<file path="config.mk">
export PLATFORM = sky130hd
export DESIGN_NAME = led_matrix_scanner
export DESIGN_NICKNAME = d
export VERILOG_FILES = /design/src/rtl/led_matrix_scanner.sv
export SDC_FILE = /design/constraint.sdc
export NUM_CORES = 1
export LEC_CHECK = 0
export ABC_CLOCK_PERIOD_IN_PS = 3200
export CORE_MARGIN = 4
export CORE_UTILIZATION = 40
export CTS_CLUSTER_SIZE = 14
export DETAILED_ROUTE_END_ITERATION = 16
export PLACE_DENSITY = 0.65
export SKIP_LAST_GASP = 1
export SYNTH_ARGS = -nofsm -noshare
export SYNTH_HDL_FRONTEND = slang
export SYNTH_SLANG_ARGS = --single-unit
export TNS_END_PERCENT = 100
</file>
<file path="constraint.sdc">
create_clock -name CLK -period 3.2 [get_ports CLK]
set_input_delay 0.64 -clock CLK [delete_from_list [all_inputs] [get_ports CLK]]
set_output_delay 0.64 -clock CLK [all_outputs]
set_load 0.02 [all_outputs]
</file>
<file path="src/rtl/led_matrix_scanner.sv">
// led_matrix_scanner
//
// Double-buffered 8x8 RGB LED matrix column scanner. The producer fills the
// back bank one column at a time and requests a swap. The banks flip only at
// the frame boundary (terminal count of column 7). The front bank is then
// multiplexed onto the active-low DATA_R/G/B row lines, with COMM selecting
// the column.
//
// Optional feature (compile-time macro MATRIX_BLANK_EN):
//   When defined, DATA_* is forced to 8'hFF for the first BLANK_CYCLES cycles
//   of every column. When undefined, front data is driven for the whole column.
//
// Parameters:
//   SCAN_DIV      CLK cycles per column (2..65535)
//   BLANK_CYCLES  dark cycles at the start of each column (< SCAN_DIV),
//                 used only with MATRIX_BLANK_EN
//
// Ports:
//   CLK, ResetN          clock, asynchronous active-low reset
//   wr_en, wr_col        back-bank column write strobe and column index
//   wr_r, wr_g, wr_b     active-low pixel bytes, bit n = row n
//   swap_req             request to present the back bank (coalescing)
//   swap_ack             pulse in the cycle the banks flip
//   frame_start          pulse in the cycle COMM goes from 7 to 0
//   DATA_R/G/B           registered active-low row drive
//   COMM                 registered active column
//   enable               driver enable, high from the first edge after reset

module led_matrix_scanner #(
    parameter int unsigned SCAN_DIV     = 50000,
    parameter int unsigned BLANK_CYCLES = 64
) (
    input  logic       CLK,
    input  logic       ResetN,
    input  logic       wr_en,
    input  logic [2:0] wr_col,
    input  logic [7:0] wr_r,
    input  logic [7:0] wr_g,
    input  logic [7:0] wr_b,
    input  logic       swap_req,
    output logic       swap_ack,
    output logic       frame_start,
    output logic [7:0] DATA_R,
    output logic [7:0] DATA_G,
    output logic [7:0] DATA_B,
    output logic [2:0] COMM,
    output logic       enable
);

`ifdef MATRIX_BLANK_EN
    localparam bit BlankEn = 1'b1;
`else
    localparam bit BlankEn = 1'b0;
`endif

    if (SCAN_DIV < 2 || SCAN_DIV > 65535 || (BlankEn && BLANK_CYCLES >= SCAN_DIV)) begin : g_bad_cfg
        $error("led_matrix_scanner: invalid SCAN_DIV / BLANK_CYCLES");
    end

    localparam logic [15:0] DivLast = 16'(SCAN_DIV - 1);
`ifdef MATRIX_BLANK_EN
    localparam logic [15:0] BlankLen = 16'(BLANK_CYCLES);
`endif

    // Two banks of 8 columns, each {R, G, B}.
    logic [23:0] bank_q [2][8];

    logic [15:0] div_q, div_d;
    logic [2:0]  col_q, col_d;
    logic        front_q, front_d;
    logic        pending_q, pending_d;
    logic [23:0] data_q, data_d;
    logic        ack_q, ack_d;
    logic        frame_start_q, frame_start_d;
    logic        enable_q;

    logic        tc;
    logic        flip;
    logic [23:0] pix;

    always_comb begin
        tc        = (div_q == DivLast);
        flip      = tc && (col_q == 3'd7) && pending_q;
        div_d     = tc ? 16'd0 : div_q + 16'd1;
        col_d     = tc ? col_q + 3'd1 : col_q;
        front_d   = front_q ^ flip;
        // A request in the flip cycle re-arms pending for the next boundary.
        pending_d = swap_req | (pending_q & ~flip);

        // Both pulses are registered, so predict the terminal cycle of column 7.
        frame_start_d = (div_d == DivLast) && (col_d == 3'd7);
        ack_d         = frame_start_d && pending_d;

        pix = bank_q[front_d][col_d];
        // A write in the flip cycle lands in the bank about to become front;
        // forward it so the new column 0 never shows the stale word.
        if (wr_en && flip && (wr_col == col_d)) begin
            pix = {wr_r, wr_g, wr_b};
        end

`ifdef MATRIX_BLANK_EN
        data_d = (div_d < BlankLen) ? 24'hFF_FFFF : pix;
`else
        data_d = pix;
`endif
    end

    always_ff @(posedge CLK or negedge ResetN) begin
        if (!ResetN) begin
            for (int b = 0; b < 2; b++) begin
                for (int c = 0; c < 8; c++) begin
                    bank_q[b][c] <= 24'hFF_FFFF;
                end
            end
        end else if (wr_en) begin
            // Writes always target the bank that is back in this cycle.
            bank_q[~front_q][wr_col] <= {wr_r, wr_g, wr_b};
        end
    end

    always_ff @(posedge CLK or negedge ResetN) begin
        if (!ResetN) begin
            div_q         <= 16'd0;
            col_q         <= 3'd0;
            front_q       <= 1'b0;
            pending_q     <= 1'b0;
            data_q        <= 24'hFF_FFFF;
            ack_q         <= 1'b0;
            frame_start_q <= 1'b0;
            enable_q      <= 1'b0;
        end else begin
            div_q         <= div_d;
            col_q         <= col_d;
            front_q       <= front_d;
            pending_q     <= pending_d;
            data_q        <= data_d;
            ack_q         <= ack_d;
            frame_start_q <= frame_start_d;
            enable_q      <= 1'b1;
        end
    end

    assign DATA_R      = data_q[23:16];
    assign DATA_G      = data_q[15:8];
    assign DATA_B      = data_q[7:0];
    assign COMM        = col_q;
    assign swap_ack    = ack_q;
    assign frame_start = frame_start_q;
    assign enable      = enable_q;

endmodule

</file>
== Word-level counts from Yosys, hierarchy flattened ==
Index checks and enable logic that the tools add are counted.
Widths: inputs -> output; s select.
Word-level totals
  flip-flop bits (word level): 432
  input port bits: 31
  output and inout port bits: 30
  word-level logic and storage cells: 68
Cells by class
  $add $sub $neg: 2
  order comparisons: 6
  equal/unequal tests: 5
  muxes and demuxes: 14
  bitwise gates (word level): 9
  reductions and logical operators: 8
Operator list (number)
  $mux 192: 4
  $bwmux 384: 1
  $demux 192 s1: 1
  $mux 24: 4
  $bmux 24 s3: 1
  $demux 24 s3: 1
  $eq 16x16->1 const B: 2
  $add 16x1->16 const B: 1
  $mux 16: 1
  $ge 4x4->1 const B: 2
  $logic_and 1x1->1: 8
  $not 3->4: 2
  $eq 3x3->1 const B: 2
  $ge 2x2->1 const B: 2
  $lt 4x1->1 const B: 1
  $not 1->2: 2
  $add 3x1->3 const B: 1
  $eq 3x3->1: 1
  $mux 3: 1
  $lt 2x1->1 const B: 1
  $not 1->1: 2
  $and 1x1->1: 1
  $or 1x1->1: 1
  $xor 1x1->1: 1

== Longest topological paths before layout ==
Gate-level depths: netlist of run 1.
  depth after elaboration: 12
  depth in mapped cells: 11
  mapped depth without buffers: 10

== Least setup slack after synthesis of run 1 ==
Ideal clock, no wire load.
  kind: register to register
  from: reg col_q[1], in the netlist COMM[1]
  to: reg data_q[10]
  library setup time: 0.073 ns
  arrival time: 2.378 ns
  required time: 3.127 ns
  path slack: 0.749 ns
  stages on the path, launching flop included: 12
  buffers on the path: 2
  period minus slack after synthesis: 2.451 ns
  cells stage by stage: dfrtp_1 ha_1 ha_1 and2_1 nand3_1 or3_1 clkbuf_1 clkbuf_1 nand3_1 a31oi_1 a21oi_1 a21oi_1
Between the ends
  cells in the longest elaborated chain, start to end: 12
  elaborated cells on any way between the ends: 18
  those cells by class: 1 x add/sub; 2 x eq/ne; 8 x mux; 3 x bitwise; 4 x reduce/logical
RTL lines
  from (decl): line 69  | logic [2:0] col_q, col_d;
  from (signal assigned): line 133  | col_q <= col_d;
  $eq 3x3->1: line 83  | flip = tc && (col_q == 3'd7) && pending_q;
  $logic_and 1x1->1 (2 in a row): line 83
  $xor 1x1->1: line 86  | front_d = front_q ^ flip;
  $not 1->2 (implied by the code): line 94  | pix = bank_q[front_d][col_d];
  $mux 192 (implied by the code) (3 in a row): line 94
  $bmux 24 s3: line 94
  $mux 24 (implied by the code) (2 in a row): line 94
  $mux 24 (*): line 97  | if (wr_en && flip && (wr_col == col_d)) begin
  via data_d[10]: line 72  | logic [23:0] data_q, data_d;
  to (signal assigned): line 136  | data_q <= data_d;
  to (decl): line 72
The timed path passes the listed nets; every way through them passes the cells marked *. The select of a mux whose other input is x is not followed.
A chain may end at the register's enable or synchronous reset.

== Worst setup path after layout of run 1 ==
  from: reg div_q[0]
  to: reg data_q[22]
Between the ends
  cells in the longest elaborated chain, start to end: 12
  elaborated cells on any way between the ends: 17
  those cells by class: 2 x eq/ne; 8 x mux; 3 x bitwise; 4 x reduce/logical
RTL lines
  from (decl): line 68  | logic [15:0] div_q, div_d;
  from (signal assigned): line 132  | div_q <= div_d;
  $eq 16x16->1: line 82  | tc = (div_q == DivLast);
  $logic_and 1x1->1 (2 in a row): line 83
  $xor 1x1->1: line 86
  via front_d: line 70  | logic front_q, front_d;
  $not 1->2 (implied by the code): line 94
  $mux 192 (implied by the code) (3 in a row): line 94
  $bmux 24 s3: line 94
  $mux 24 (implied by the code) (2 in a row): line 94
  $mux 24: line 97
  via data_d[22]: line 72
The timed path passes the listed nets, and every way through them passes these cells. The select of a mux whose other input is x is not followed.

==> results.json, run 1 <==
{
  "syn_nets": 2372,
  "layout-drive-gt1-share": 0.425,
  "grt-ovfl-total": 0,
  "rsz0062_at_grt": "false",
  "path_common_cell": "buf_4",
  "finalMaxSlewViolations": 0,
  "antenna_left": 0,
  "clock_latency_ns": 0.61,
  "crit_buf_inv": 3,
  "syn_area_per_cell_um2": 10.2,
  "switching_share": 0.228,
  "met3_length_mm": 4.06,
  "cts_hold_buf": 0,
  "path_max_fanout": 26,
  "grt_pass1_vias": 19300,
  "worst_ep_required_time_ns": 3.72,
  "drtPass1Iterations": 7,
  "yosys.area_share.simple": 0.136,
  "first_iter_violations": 1448,
  "synth_xor_area_frac": 0.00659,
  "crit_chain": "ha_1 -> and3_1 -> nand4_2 -> buf_4 -> o21a_2 -> buf_4 -> nor2_1 -> inv_1 -> a2111o_1 -> nand4_1 -> nand3_1",
  "p_total_uw": 14100,
  "synthFlopType": "dfstp_2",
  "p_clk_frac": 0.450,
  "dp_hpwl_mm": 40.9,
  "die_area_um2": 63800,
  "syn_area_um2": 23900,
  "peakVddDrop_v": 0.000500,
  "syn_to_final_growth_pct": 15.3,
  "die_y_um": 253,
  "gp_congestion": 0.882,
  "hold_viol": 0,
  "synth.distinct_cells": 59,
  "clock_skew_ns": 0.0237,
  "max_slew_margin": 0.417,
  "layout.cells.non_filler": 3111,
  "numCtsBuffers": 46,
  "io-pin-count": 61,
  "hold_slack_ns": 0.116,
  "p_per_area_nw_per_um2": 513,
  "utilization": 0.467,
  "core_area_um2": 59100,
  "fillerInstances": 5310,
  "grt_pass1_wl_mm": 109,
  "wl_per_cell_um": 22.2,
  "synth-seq-area-share": 0.473,
  "top_layer": "met5",
  "antenna_found_initial": 2,
  "wl_met1_mm": 29.5,
  "synthMuxAreaShare": 0.179,
  "crit_path_max_incr_delay_ns": 0.40,
  "wirelength_mm": 69.0,
  "h-tree-depth": 2,
  "setup_tns_ns": 0,
  "floorplan.initialDensity": 0.405,
  "synth_compound_area_frac": 0.163,
  "power.switching_uw": 3220,
  "synthAdderAreaFrac": 0.00209,
  "clock-sinks": 432,
  "end_kind": "register",
  "worstMarginPinSlew_ns": 0.871,
  "crit_type": "register to register",
  "cap_violations": 0,
  "power_frac_seq": 0.477,
  "synth_top_family_by_area": "multiplexers",
  "dr_wl_met2_mm": 33.0,
  "cts_resized": 0,
  "final_common_cell": "dfstp_2",
  "rows": 89,
  "cts_setup_buffers": 0,
  "final_cell_mix": "dfstp_2 (408), mux2_2 (381), nand2_1 (210)",
  "die_w_um": 253,
  "track_usage": 0.214,
  "cts_tree": "done",
  "clk_root_buffer_cell": "clkbuf_16",
  "setup_viol": 0,
  "min_period_ns": 2.85,
  "period_share": 0.889,
  "cp-start-kind": "register",
  "grt_max_degree": 141,
  "p_comb_frac": 0.073,
  "synth_edf_count": 0,
  "outcome": "finished, final reports clean",
  "p_int_uw": 10900,
  "critical_path_arrival_ns": 3.36,
  "synth_seq_cells": 432,
  "clockBufferDepth": 3,
  "fmax_mhz": 351,
  "vias": 18700,
  "dp.cells": 3025,
  "async_flop_share": 1.00,
  "vias_per_cell": 6.01,
  "syn_inst": 2337,
  "cpMaxStageDelayCell": "dfrtp_1",
  "crit_family": "simple AND/OR/NAND/NOR gates",
  "p_leak_uw": 0.0103,
  "clkTransAtPathRegs_ns": 0.07,
  "portBuffers": 60,
  "hp-class": "primary input to asynchronous set/reset pin",
  "drc": 0,
  "ys_warn_count": 0,
  "layout.nets": 2335
}
==> routing by layer <==
metal  GRT usage  up-vias
li1            -     8386
met1       0.282     9544
met2       0.357      611
met3      0.0316      139
met4      0.0824        2
met5           0        -
==> path summary, 6_finish.rpt <==
check	from	slack [ns]	endpoint	depth (start not counted)
max	div_q[0]$_DFF_PN0_	0.35	data_q[22]$_DFF_PN1_	11
min	ResetN	0.12	front_q$_DFF_PN0_	1
max reg2reg	div_q[0]$_DFF_PN0_	0.35	data_q[22]$_DFF_PN1_	11
min reg2reg	bank_q[334]$_DFFE_PN1P_	0.50	bank_q[334]$_DFFE_PN1P_	2
max in group asynchronous	ResetN	2.22	bank_q[234]$_DFFE_PN1P_	2
min in group CLK	bank_q[334]$_DFFE_PN1P_	0.50	bank_q[334]$_DFFE_PN1P_	2
==> final cells by class <==
cell class / instances / area, um2 / area share
clock buffers: 56 / 1270 / 0.0460
clock inverters: 29 / 548 / 0.0199
inverters: 11 / 41.3 / 0.00150
multi-input cells: 1664 / 11800 / 0.429
well taps: 773 / 967 / 0.0351
flip-flops and latches: 432 / 11300 / 0.410
diodes: 1 / 2.50 / 0.0000907
repair buffers: 145 / 1590 / 0.0578
==> power by group through the flow <==
stage / sequential [uW] / clock, uW / combinational (uW)
2_1_floorplan: 6710 / 0 / 716
3_5_place_dp: 6820 / 0 / 1040
4_1_cts: 6750 / 6480 / 1050
5_1_grt: 6830 / 6690 / 1150
6_report: 6750 / 6360 / 1040
3_3_place_gp: 6770 / 0 / 989
==> per-stage QoR <==
stage / setup slack (ns) / area (um2)
after floorplan: 0.749 / 23900
after global placement: 0.454 / 25800
after detailed placement: 0.401 / 25800
after CTS: 0.381 / 27600
after global routing: 0.133 / 27600
final: 0.354 / 27600
==> worst reg2reg max path, delay by kind of cell (launching register included) <==
family	cells	cell delay, ns
flip-flops	1	0.40
AO/OA/AOI/OAI	2	0.52
buffers and inverters	3	0.60
AND/OR/NAND/NOR	5	0.98
adder cells (fa/ha/maj)	1	0.27
==> cell usage after synthesis, types with 5 or more instances <==
| library cell | n | share of area |
|---|---|---|
| o21ai_0 | 89 | 0.019 |
| o2111ai_1 | 25 | 0.0091 |
| o21bai_1 | 23 | 0.0072 |
| and3_1 | 5 | 0.0013 |
| a31oi_1 | 25 | 0.0065 |
| o21ai_1 | 14 | 0.0029 |
| xor2_1 | 8 | 0.0029 |
| a211oi_1 | 98 | 0.031 |
| dfstp_2 | 408 | 0.45 |
| clkbuf_1 | 194 | 0.030 |
| a21oi_1 | 143 | 0.030 |
| o22ai_1 | 92 | 0.024 |
| nand2b_1 | 194 | 0.051 |
| nor2_1 | 79 | 0.012 |
| nand4_1 | 7 | 0.0018 |
| or3_1 | 6 | 0.0016 |
| dfrtp_1 | 24 | 0.025 |
| a22oi_1 | 94 | 0.029 |
| nand2_1 | 210 | 0.033 |
| xnor2_1 | 10 | 0.0037 |
| nand3_1 | 87 | 0.018 |
| buf_2 | 31 | 0.0065 |
| mux2_2 | 381 | 0.18 |
| nor3_1 | 27 | 0.0056 |
| inv_1 | 10 | 0.0016 |
| and2_1 | 5 | 0.0013 |
==> cells by family (layout without fill, tap and decap cells) <==
kind of cell               count (synthesis)  after routing
and+or+nand+nor                          646            646
xor gates and xnor gates                  18             18
DFF                                      432            432
buffers and inverters                    241            241
other                                      1              2
adders and majority gates                  4              4
AOI/OAI and AO/OA                        614            614
muxes                                    381            381
==> flip-flops by register name, summed over array words and instances (netlist names) <==
signal       count
bank_q         384
data_q          24
div_q           16
COMM             3
enable           1
frame_start      1
front_q          1
pending_q        1
swap_ack         1
Power figures use the tool's default switching activity.
==> run 2, diff against run 1 <==
Settings changed: ABC_CLOCK_PERIOD_IN_PS 3200 to 3700.
Clock period 3.2 ns to 3.7 ns, I/O delays scaled along.
==> results.json, run 2 (synthesis results as in run 1) <==
{
  "clock_latency_ns": 0.60,
  "max_slew_margin": 0.312,
  "setup_tns_ns": 0,
  "p_per_area_nw_per_um2": 416,
  "cap_violations": 0,
  "crit_type": "register to register",
  "track_usage": 0.213,
  "largest_reg_flops": 384,
  "outcome": "finished, final reports clean",
  "pre_cts_ws_ns": 0.689,
  "setup_viol": 0,
  "core_area_um2": 59100,
  "die_y_um": 253,
  "regMostFlops": "bank_q",
  "die_area_um2": 63800,
  "die_w_um": 253,
  "io-pin-count": 61,
  "rows": 89,
  "rsz0062_at_grt": "false",
  "path_max_fanout": 10,
  "vias": 18600,
  "first_iter_violations": 1466,
  "cp-start-kind": "register",
  "worst_ep_required_time_ns": 4.22,
  "critical_path_arrival_ns": 3.63,
  "period_share": 0.841,
  "p_leak_uw": 0.00998,
  "clock-sinks": 432,
  "cts_setup_buffers": 0,
  "h-tree-depth": 2,
  "layout.nets": 2319,
  "grt-ovfl-total": 0,
  "hp-class": "primary input to asynchronous set/reset pin",
  "fmax_mhz": 321,
  "wirelength_mm": 69.4,
  "fillerInstances": 5382,
  "dp_hpwl_mm": 41.2,
  "finalMaxSlewViolations": 0,
  "wl_per_cell_um": 22.4,
  "antenna_left": 0,
  "clk_root_buffer_cell": "clkbuf_16",
  "cts_tree": "done",
  "grt_max_degree": 146,
  "p_total_uw": 11200,
  "clockBufferDepth": 3,
  "hold_viol": 0,
  "portBuffers": 60,
  "end_kind": "register",
  "antenna_found_initial": 2,
  "gp_congestion": 0.891,
  "layout-drive-gt1-share": 0.416,
  "grt_pass1_vias": 18500,
  "final_cell_mix": "dfstp_2 (408), mux2_2 (381), nand2_1 (210)",
  "cts_hold_buf": 0,
  "top_layer": "met5",
  "met3_length_mm": 4.05,
  "worstMarginPinSlew_ns": 1.03,
  "min_period_ns": 3.11,
  "floorplan.initialDensity": 0.405,
  "clkTransAtPathRegs_ns": 0.06,
  "clock_skew_ns": 0.0217,
  "final_common_cell": "dfstp_2",
  "vias_per_cell": 6.02,
  "setup_slack_ns": 0.589,
  "cts_resized": 0,
  "numCtsBuffers": 46,
  "wl_met1_mm": 29.8,
  "dr_wl_met2_mm": 33.3,
  "grt_pass1_wl_mm": 108,
  "drc": 0,
  "peakVddDrop_v": 0.000358,
  "syn_to_final_growth_pct": 12.7,
  "drtPass1Iterations": 5,
  "largest_registers": "bank_q: 384 flops, data_q: 24 flops, div_q: 16 flops"
}
[run 2: cell types whose count changed in the layout (fill, tap and decap cells not counted), sizes merged]
cell    change
buf        -16
bufinv     -13
clkbuf     +11
inv         +2
clkinv      -1
[run 2: area by class of cell]
type	count	area (um2)	share of cell area
diodes	1	2.50	0.0000927
flip-flops and latches	432	11300	0.420
clock inverters	17	131	0.00487
well taps	773	967	0.0358
multi-input cells	1664	11800	0.439
repair buffers	129	1360	0.0504
clock buffers	67	1310	0.0485
inverters	11	41.3	0.00153
[run 2: layer usage]
metal | up-vias | global-route usage
met5 | - | 0
met4 | 2 | 0.0797
met3 | 142 | 0.0334
met2 | 596 | 0.349
met1 | 9534 | 0.285
li1 | 8347 | -
[run 2: power breakdown]
group          leakage (uW)  switching, uW  internal, uW
Clock              0.000717           1960          2530
Combinational       0.00470            419           470
Sequential          0.00455            305          5540
[run 2: path summary, 6_finish.rpt]
kind                                    start  cells after the start  slack (ns)                 endpoint
setup / recovery           div_q[0]$_DFF_PN0_                      9        0.59     data_q[13]$_DFF_PN1_
hold / removal                         ResetN                      1        0.25        front_q$_DFF_PN0_
setup reg to reg           div_q[0]$_DFF_PN0_                      9        0.59     data_q[13]$_DFF_PN1_
hold reg to reg            div_q[0]$_DFF_PN0_                      1        0.49       div_q[0]$_DFF_PN0_
max in group asynchronous              ResetN                      2        2.50  bank_q[211]$_DFFE_PN1P_
min in group CLK           div_q[0]$_DFF_PN0_                      1        0.49       div_q[0]$_DFF_PN0_
[run 2: per-stage QoR]
step | cell area (um2) | utilization | hold WS (ns) | std cells
3_3_place_gp | 25500 | 0.432 | 0.459 | 3009
2_1_floorplan | 23900 | - | 0.444 | 2337
6_report | 27000 | 0.456 | 0.253 | 3094
3_5_place_dp | 25500 | 0.432 | 0.480 | 3009
5_1_grt | 27000 | 0.456 | 0.270 | 3093
4_1_cts | 27000 | 0.456 | 0.233 | 3093
[run 2: critical path: stages (launching register included)]
cell,delay (ns)
dfrtp_1,0.38
ha_1,0.27
and3_1,0.30
nand4_2,0.41
or4_4,0.59
o22a_1,0.42
buf_4,0.24
a21oi_1,0.16
nor3_1,0.09
a21oi_1,0.17
